--- config.mk ---
export PLATFORM = sky130hd
export DESIGN_NAME = fifo_drain_serializer
export DESIGN_NICKNAME = d
export VERILOG_FILES = /design/src/rtl/fifo_drain_serializer.sv
export SDC_FILE = /design/constraint.sdc
export NUM_CORES = 1
export LEC_CHECK = 0
export BUFFER_PORTS_ARGS = -buffer_cell sky130_fd_sc_hd__buf_2
export CORE_MARGIN = 4
export CORE_UTILIZATION = 56
export CTS_CLUSTER_SIZE = 24
export DETAILED_ROUTE_END_ITERATION = 16
export GPL_TIMING_DRIVEN = 1
export PLACE_DENSITY = 0.85
export SYNTH_ARGS = -nofsm -noshare
export SYNTH_HDL_FRONTEND = slang
export SYNTH_SLANG_ARGS = --single-unit
--- constraint.sdc ---
create_clock -name clk -period 4.1 [get_ports clk]
set_input_delay 0.82 -clock clk [delete_from_list [all_inputs] [get_ports clk]]
set_output_delay 0.82 -clock clk [all_outputs]
set_load 0.05 [all_outputs]
--- src/rtl/fifo_drain_serializer.sv ---
`default_nettype none
// ============================================================================
// Module   : fifo_drain_serializer
// Purpose  : Read-side companion to sync_fifo. Pops FIFO_DWIDTH-bit event
//            words from a show-ahead FIFO whenever it holds data and enable
//            is set, then emits each word as FIFO_DWIDTH/OUT_WIDTH beats on a
//            valid/ready stream, most-significant slice first. Sustains one
//            beat per cycle, including across word boundaries.
// Ports    :
//   clk         in   single clock, all logic rising-edge
//   rst_n       in   asynchronous active-low reset
//   enable      in   permission to pop new words (looked at on word boundaries)
//   fifo_empty  in   FIFO empty flag
//   fifo_rdata  in   FIFO head word (show-ahead, valid while not empty)
//   fifo_rd_en  out  one-cycle pop strobe to the FIFO
//   out_valid   out  beat valid
//   out_ready   in   downstream accepts the beat
//   out_data    out  beat payload
//   out_last    out  final beat of the current word
//   busy        out  a word is being serialized
//   words_sent  out  fully transmitted words, wraps at 2^16
// Revision : 1.0 - initial release
// ============================================================================
module fifo_drain_serializer #(
  parameter int FIFO_DWIDTH = 64,
  parameter int OUT_WIDTH   = 16
) (
  input  logic                   clk,
  input  logic                   rst_n,
  input  logic                   enable,
  input  logic                   fifo_empty,
  input  logic [FIFO_DWIDTH-1:0] fifo_rdata,
  output logic                   fifo_rd_en,
  output logic                   out_valid,
  input  logic                   out_ready,
  output logic [OUT_WIDTH-1:0]   out_data,
  output logic                   out_last,
  output logic                   busy,
  output logic [15:0]            words_sent
);

  localparam int NUM_BEATS = FIFO_DWIDTH / OUT_WIDTH;
  localparam int BEAT_W    = (NUM_BEATS > 1) ? $clog2(NUM_BEATS) : 1;

  localparam logic [BEAT_W-1:0] LAST_BEAT = BEAT_W'(NUM_BEATS - 1);

  localparam logic [0:0] ST_IDLE = 1'b0;
  localparam logic [0:0] ST_SEND = 1'b1;

  // Reject geometries that cannot be serialized into whole beats.
  generate
    if (((FIFO_DWIDTH % OUT_WIDTH) != 0) || (NUM_BEATS < 2)) begin : g_bad_params
      $error("fifo_drain_serializer: OUT_WIDTH must divide FIFO_DWIDTH into at least two beats");
    end
  endgenerate

  // --------------------------------------------------------------------------
  // State
  // --------------------------------------------------------------------------
  logic [0:0]             state_q, state_d;
  logic [FIFO_DWIDTH-1:0] sreg_q, sreg_d;
  logic [BEAT_W-1:0]      beat_q, beat_d;
  logic [15:0]            words_sent_q, words_sent_d;

  logic accept;     // beat handshake completes this cycle
  logic last_beat;  // the beat currently presented is the final one
  logic pop;        // take the FIFO head word this cycle

  assign last_beat = (beat_q == LAST_BEAT);
  assign accept    = out_valid & out_ready;

  // A new word may be taken while idle, or on the same edge that the final
  // beat of the current word is accepted; the latter is what removes the
  // bubble between back-to-back words. rst_n is folded in so that the pop
  // strobe is forced low during reset even though IDLE would otherwise allow
  // it to follow the FIFO flag.
  assign pop = rst_n & enable & ~fifo_empty &
               ((state_q == ST_IDLE) |
                ((state_q == ST_SEND) & accept & last_beat));

  assign fifo_rd_en = pop;

  // --------------------------------------------------------------------------
  // State register
  // --------------------------------------------------------------------------
  always_ff @(posedge clk or negedge rst_n) begin
    if (!rst_n) begin
      state_q      <= ST_IDLE;
      sreg_q       <= '0;
      beat_q       <= '0;
      words_sent_q <= '0;
    end else begin
      state_q      <= state_d;
      sreg_q       <= sreg_d;
      beat_q       <= beat_d;
      words_sent_q <= words_sent_d;
    end
  end

  // --------------------------------------------------------------------------
  // Next-state logic
  // --------------------------------------------------------------------------
  always_comb begin
    state_d = state_q;
    case (state_q)
      ST_IDLE: begin
        if (pop) begin
          state_d = ST_SEND;
        end
      end
      ST_SEND: begin
        // Final beat leaves SEND only when no follow-on word is popped.
        if (accept && last_beat && !pop) begin
          state_d = ST_IDLE;
        end
      end
      default: state_d = ST_IDLE;
    endcase
  end

  // --------------------------------------------------------------------------
  // Datapath next-value logic
  // --------------------------------------------------------------------------
  always_comb begin
    sreg_d       = sreg_q;
    beat_d       = beat_q;
    words_sent_d = words_sent_q;

    if (pop) begin
      sreg_d = fifo_rdata;
      beat_d = '0;
    end else if (accept && !last_beat) begin
      // The next slice moves into the MSB position that drives out_data.
      sreg_d = sreg_q << OUT_WIDTH;
      beat_d = beat_q + BEAT_W'(1);
    end

    if (accept && last_beat) begin
      words_sent_d = words_sent_q + 16'd1;
    end
  end

  // --------------------------------------------------------------------------
  // Output logic
  // --------------------------------------------------------------------------
  // Everything here is a function of registered state only, so while
  // out_ready is low the presented beat cannot change.
  always_comb begin
    out_valid = 1'b0;
    out_data  = '0;
    out_last  = 1'b0;
    busy      = 1'b0;
    if (state_q == ST_SEND) begin
      out_valid = 1'b1;
      out_data  = sreg_q[FIFO_DWIDTH-1 -: OUT_WIDTH];
      out_last  = last_beat;
      busy      = 1'b1;
    end
  end

  assign words_sent = words_sent_q;

endmodule
`default_nettype wire

======== Yosys cells after proc, flatten, opt, wreduce, memory -nomap -nowiden ========
Index checks and enable logic that the tools add are counted.
operators by class
  add/subtract/negate cells ............... 2
  bitwise gates (word level) .............. 9
  multiplexer cells ....................... 10
  equality and inequality tests ........... 1
  reductions and logical operators ........ 6
operators with widths
  cell                                                             count
  64-bit two-way mux                                               2
  16-bit by 1-bit adder with 16-bit output, second input constant  1
  16-bit two-way mux                                               1
  1-bit bitwise AND                                                6
  1-bit two-way mux                                                4
  2-bit two-way mux                                                2
  1-bit logical AND                                                3
  2-bit by 1-bit adder with 2-bit output, second input constant    1
  2-bit equality test, second input constant                       1
  1-bit zero test                                                  2
  1-bit NOT                                                        2
  1-bit one-hot mux with 2 select lines                            1
  2-bit nonzero test                                               1
  1-bit bitwise OR                                                 1
word-level totals
  word-level logic and storage cells ...... 32
  output and inout bits ................... 36
  input bits .............................. 69
  flip-flop bits (word level) ............. 83

======== Depth between registers and ports, before layout ========
Gate-level depths: netlist of the first run.
  depth after elaboration ................. 10
  mapped depth ............................ 7
  depth with buffers taken out ............ 5

======== Least setup slack after synthesis of the first run ========
OpenSTA, ideal clock, no wires.
  path kind ............................... input -> output
  from .................................... in out_ready
  to ...................................... out fifo_rd_en
  data arrival time ....................... 1.749 ns
  required time ........................... 3.280 ns
  slack ................................... 1.531 ns
  path buffers ............................ 2
  stages .................................. 4
  path through ............................ nand3_1 a21oi_1 buf_4 buf_2
between the ends
  cells in the longest elaborated chain, start to end .. 5
RTL lines
  element                         line  RTL
  start: declaration              35    input logic out_ready,
  1-bit bitwise AND               70    assign accept = out_valid & out_ready;
  1-bit bitwise AND (2 in a row)  79    ((state_q == ST_SEND) & accept & last_beat));
  1-bit bitwise OR                78    ((state_q == ST_IDLE) |
  1-bit bitwise AND               77    assign pop = rst_n & enable & ~fifo_empty &
  end: declaration                33    output logic fifo_rd_en,
Every way passes these cells.

======== Worst setup path after layout of the first run ========
  from .................................... reg state_q
  to ...................................... out fifo_rd_en
between the ends
  cells in the longest elaborated chain, start to end .. 6
  elaborated cells between the ends (all ways) .. 7
  those cells by class .................... 1 x mux; 6 x bitwise
RTL lines
  element                         line  RTL
  start: declaration              60    logic [0:0] state_q, state_d;
  start signal: assignment        93    state_q <= state_d;
  1-bit two-way mux               153   if (state_q == ST_SEND) begin
  1-bit bitwise AND               70
  1-bit bitwise AND (2 in a row)  79
  1-bit bitwise OR *              78
  1-bit bitwise AND *             77
Every way passes the cells marked *; elsewhere a longest branch is shown, timed or not.

==> impl_metrics.py, run 1 <==
metrics = {
    "final_layout": {
        "syn2layout_area_growth_pct": 20.0,
        "fillCellCount": 500,
        "post-route-util_pct": 69.6,
        "drive_gt1_share_pct": 26.6,
        "most-common-layout-cells": "nand2_1 (127), buf_2 (103), dfrtp_1 (83)",
        "final_common_cell": "nand2_1",
        "fin_nets": 544,
        "antenna_cells_inserted": 0,
        "fin_cells": 555,
    },
    "worst_setup_path": {
        "worstSetupPathType": "register to output port",
        "r2r_start": "state_q",
        "path_max_fanout": 25,
        "crit_end": "fifo_rd_en",
        "worstPathRequired_ns": 3.28,
        "r2r_end": "sreg_q[33]",
        "crit_arrival_ns": 2.02,
        "ff2ff_path_depth": 5,
        "worstSetupEndpointType": "output port",
        "crit_path_start_kind": "register",
        "r2r_slack_ns": 1.65,
        "crit_start": "state_q",
    },
    "global_route": {
        "grt-ovfl-total": 0,
        "track_usage_pct": 22.0,
        "grt_antenna_before_repair": 0,
        "grt_pass1_wl_mm": 13.4,
        "grt_pass1_vias": 2883,
        "grt_max_degree": 95,
    },
    "hold_path": {
        "hold_path_class": "register to register",
        "min_path_cells": 2,
    },
    "yosys": {
        "syn_inst": 379,
        "synth_flop_cell": "dfrtp_1",
        "synth_area_per_cell_um2": 9.78,
        "yosysTopAreaCell": "dfrtp_1",
        "synth-edff-count": 0,
        "synth-seq-area-share_pct": 56.1,
        "ys_seq_elements": 83,
        "synth_area_um2": 3700,
        "synth_cell_types": 28,
        "yosys_warnings": 0,
        "postSynthNetCount": 450,
        "synth_area_leaders": "dfrtp_1 (56%), nand2_1 (13%), a22oi_1 (7.3%), o21ai_0 (3.8%), mux2i_1 (3.2%)",
        "synth_top_area_share_pct": 56.1,
        "async_flop_share_pct": 100,
    },
    "route": {
        "dr.first_iter.drc_count": 237,
        "drc_errors": 0,
        "routed_wl_mm": 8.36,
        "ant_nets": 0,
        "firstDrtPassIters": 4,
        "wl_per_cell_um": 15.1,
        "num_vias": 2972,
        "vias_per_cell": 5.35,
    },
    "timing": {
        "clock_skew_ns": 0.00897,
        "setup_viol": 0,
        "slew_viol_final": 0,
        "slew_headroom_pct": 32.2,
        "fmax_ghz": 0.352,
        "tightest_slew_ns": 1.02,
        "rsz0062_at_grt": "false",
        "setup_tns_ns": 0,
        "hold_viol_final": 0,
        "period_needed_ns": 2.84,
        "final.period_utilization_pct": 69.2,
        "fin_hold_ws_ns": 0.473,
    },
    "clocking": {
        "clock_path_buffers": 2,
        "post_cts_resized": 0,
        "cts_inserted_buffers": 9,
        "cts_setup_buffers": 0,
        "clkTransAtPathRegs_ns": 0.08,
        "cts_hold_buffers": 0,
        "cts_tree": "built",
        "worstSkewPairLatency_ns": 0.35,
        "htree_num_levels": 3,
        "cts_root_buf": "clkbuf_8",
        "cts.sink_count": 83,
    },
    "power_and_ir_drop": {
        "powerDensity_nw_per_um2": 652,
        "p_leak_nw": 2.33,
        "peakVddDrop_mv": 0.404,
    },
    "placement": {
        "globalplace.congestion": 0.789,
        "dp_cells": 539,
        "place_hpwl_mm": 5.75,
        "portBuffers": 104,
    },
    "floorplanning": {
        "die_x_um": 89.3,
        "num_rows": 29,
        "core_area_um2": 6390,
        "die-area_um2": 7980,
        "pin_count": 105,
        "die_y_um": 89.3,
        "initial_core_util_pct": 58.0,
    },
    "flow_run": {
        "max_cap_violations": 0,
    },
    "outcome": {
        "status": "finished, final reports clean",
    },
}
state kept, by name (all words and copies together), names as in the netlist:
name	count
state_q	1
words_sent	16
sreg_q	64
beat_q	2
worst min path at each step:
| stage | startpoint | end | slack (ns) |
|---|---|---|---|
| finish | sreg_q[60] | sreg_q[60] | 0.47 |
| global placement | sreg_q[54] | sreg_q[54] | 0.45 |
| detailed placement | sreg_q[53] | sreg_q[53] | 0.46 |
| global route | sreg_q[29] | sreg_q[29] | 0.50 |
| CTS | sreg_q[60] | sreg_q[60] | 0.48 |
| floorplan | sreg_q[48] | sreg_q[48] | 0.44 |
cells in the mapped netlist (all sizes together), types with 3 or more instances:
library cell	number
nand4	3
and2	18
nand2	127
xnor2	11
buf	16
nor2	3
inv	4
mux2i	12
nand3	5
clkbuf	8
a22oi	36
nor3	5
xor2	5
o21ai	28
dfrtp	83
stage by stage:
| stage | area [um^2] | setup WS, ns | total power [mW] |
|---|---|---|---|
| 2_1_floorplan | 3700 | 1.53 | 2.02 |
| 3_3_place_gp | 4220 | 1.61 | 2.22 |
| 3_5_place_dp | 4220 | 1.60 | 2.26 |
| 4_1_cts | 4450 | 1.22 | 2.92 |
| 5_1_grt | 4450 | 1.12 | 3.08 |
| 6_report | 4450 | 1.26 | 2.90 |
power breakdown:
| group | switching, mW | leakage (nW) | internal [mW] |
|---|---|---|---|
| clock | 0.303 | 0.114 | 0.348 |
| sequential | 0.187 | 1.10 | 1.08 |
| combinational | 0.680 | 1.11 | 0.304 |
| total | 1.17 | 2.33 | 1.73 |
logic make-up after synthesis:
kind of cell,count (synthesis),synth area share [%]
and+or+nand+nor,170,19.8
DFF,83,56.1
AOI/OAI and AO/OA,68,12.4
buffers and inverters,28,4.09
xor gates and xnor gates,16,3.78
muxes,12,3.24
adders and majority gates,2,0.675
final cells by class:
type	instances	area (um^2)	share of cell area (%)
clock buffers	9	124	2.79
clock inverters	7	100	2.25
inverters	4	15.0	0.338
multi-input cells	268	1490	33.5
flip-flops and latches	83	2080	46.7
well taps	77	96.3	2.17
repair buffers	107	546	12.3
layer usage:
layer	routed length (um)	share of wire, %	GRT usage, %	up-vias
met4	146	1.7	9.07	0
met2	4120	49	34.9	95
met3	531	6.4	3.78	13
met5	0	0	0	-
li1	-	-	-	1454
met1	3560	43	30.3	1410
worst max-delay path, stage by stage, from the launching register on:
cell     delay (ns)
dfrtp_1        0.82
nand3_1        0.30
a21oi_4        0.26
buf_2          0.29
Note: power is estimated with default switching activity, not from simulation.
==> run 2: changes to the inputs <==
Settings changed: CORE_UTILIZATION 56 to 47, PLACE_DENSITY 0.85 to 0.76.
Clock period 4.1 ns to 2.5 ns, I/O delays scaled along.
==> impl_metrics.py, run 2 (same netlist as run 1, synthesis figures left out) <==
metrics = {
    "outcome": {
        "status": "finished, final reports clean",
    },
    "hold_path": {
        "hold_path_class": "input port to register",
        "holdPathEnd": "sreg_q[7]",
        "min_path_cells": 3,
        "worst_hold_startpoint": "fifo_rdata[7]",
    },
    "final_layout": {
        "fin_cells": 583,
        "syn2layout_area_growth_pct": 21.2,
        "regMostFlops": "sreg_q",
        "largest_reg_flops": 64,
        "most-common-layout-cells": "nand2_1 (127), buf_2 (103), dfrtp_1 (83)",
        "fin_nets": 547,
        "antenna_cells_inserted": 0,
        "drive_gt1_share_pct": 27.0,
        "final_common_cell": "nand2_1",
        "fillCellCount": 698,
    },
    "placement": {
        "place_hpwl_mm": 5.82,
        "dp_worst_setup_slack_ns": 0.612,
        "dp_cells": 567,
        "globalplace.congestion": 0.788,
        "portBuffers": 104,
    },
    "route": {
        "routed_wl_mm": 8.61,
        "firstDrtPassIters": 4,
        "drc_errors": 0,
        "num_vias": 2992,
        "vias_per_cell": 5.13,
        "wl_per_cell_um": 14.8,
        "dr.first_iter.drc_count": 143,
        "ant_nets": 0,
    },
    "worst_setup_path": {
        "crit_path_start_kind": "register",
        "crit_arrival_ns": 1.73,
        "r2r_slack_ns": 0.68,
        "worstSetupEndpointType": "output port",
        "crit_start": "beat_q[0]",
        "r2r_start": "beat_q[0]",
        "worstSetupPathType": "register to output port",
        "path_max_fanout": 6,
        "ff2ff_path_depth": 4,
        "worstPathRequired_ns": 2.00,
        "r2r_end": "sreg_q[47]",
    },
    "power_and_ir_drop": {
        "powerDensity_nw_per_um2": 1040,
        "power.total_mw": 4.69,
        "peakVddDrop_mv": 0.524,
        "p_leak_nw": 2.32,
    },
    "floorplanning": {
        "core_area_um2": 7690,
        "num_rows": 32,
        "initial_core_util_pct": 48.2,
        "die_x_um": 96.8,
        "die_y_um": 96.8,
        "pin_count": 105,
        "die-area_um2": 9370,
    },
    "clocking": {
        "htree_num_levels": 3,
        "cts.sink_count": 83,
        "post_cts_resized": 0,
        "cts_tree": "built",
        "clock_path_buffers": 2,
        "worstSkewPairLatency_ns": 0.34,
        "cts_hold_buffers": 0,
        "cts_inserted_buffers": 9,
        "clkTransAtPathRegs_ns": 0.09,
        "cts_root_buf": "clkbuf_8",
        "cts_setup_buffers": 0,
    },
    "timing": {
        "final.period_utilization_pct": 89.2,
        "setup_tns_ns": 0,
        "hold_viol_final": 0,
        "slew_viol_final": 0,
        "setup_viol": 0,
        "rsz0062_at_grt": "false",
        "fin_ws_ns": 0.271,
        "tightest_slew_ns": 1.03,
        "fmax_ghz": 0.449,
        "period_needed_ns": 2.23,
        "clock_skew_ns": 0.00546,
        "slew_headroom_pct": 31.6,
        "fin_hold_ws_ns": 0.348,
    },
    "global_route": {
        "grt_pass1_vias": 2937,
        "grt_antenna_before_repair": 0,
        "grt_max_degree": 95,
        "track_usage_pct": 18.9,
        "grt_pass1_wl_mm": 14.6,
        "grt-ovfl-total": 0,
    },
    "flow_run": {
        "max_cap_violations": 0,
    },
}
-- run 2: changes by cell type in the layout (fill, tap and decap cells not counted), sizes merged --
cell	change
inv	-1
bufinv	-1
clkinv	-2
buf	+3
clkinvlp	+4
-- run 2: worst max-delay path, cell delays in order (launching register included) --
cell     delay, ns
dfrtp_1       0.37
ha_1          0.24
nand3_1       0.19
a21oi_4       0.28
buf_2         0.30
-- run 2: cell type report --
type                    count  area, um^2  share of cell area (%)
clock buffers               9         124                    2.76
clock inverters             7        77.6                    1.73
inverters                   4        15.0                   0.334
multi-input cells         268        1490                    33.2
flip-flops and latches     83        2080                    46.3
well taps                 102         128                    2.84
repair buffers            110         581                    12.9
-- run 2: worst max-delay path by stage --
stage                  to  slack [ns]  depth (start not counted)
5_1_grt        fifo_rd_en        0.18                          4
6_report       fifo_rd_en        0.27                          4
3_3_place_gp   fifo_rd_en        0.63                          4
2_1_floorplan  fifo_rd_en        0.30                          4
3_5_place_dp   fifo_rd_en        0.61                          4
4_1_cts        fifo_rd_en        0.24                          4
-- run 2: through the flow --
step | utilization [%] | area, um^2
after floorplan | - | 3700
after global placement | 55.8 | 4290
after detailed placement | 55.8 | 4290
after CTS | 58.4 | 4490
after global routing | 58.4 | 4490
final | 58.4 | 4490
-- run 2: per-layer routing --
metal | global-route usage [%] | wire length [um]
met5 | 0 | 0
met4 | 4.86 | 104
met3 | 4.47 | 408
met2 | 28.7 | 3910
met1 | 27.4 | 4190
-- run 2: power breakdown --
part / internal (mW) / switching (mW)
clock network: 0.466 / 0.509
registers: 1.77 / 0.276
logic: 0.526 / 1.15
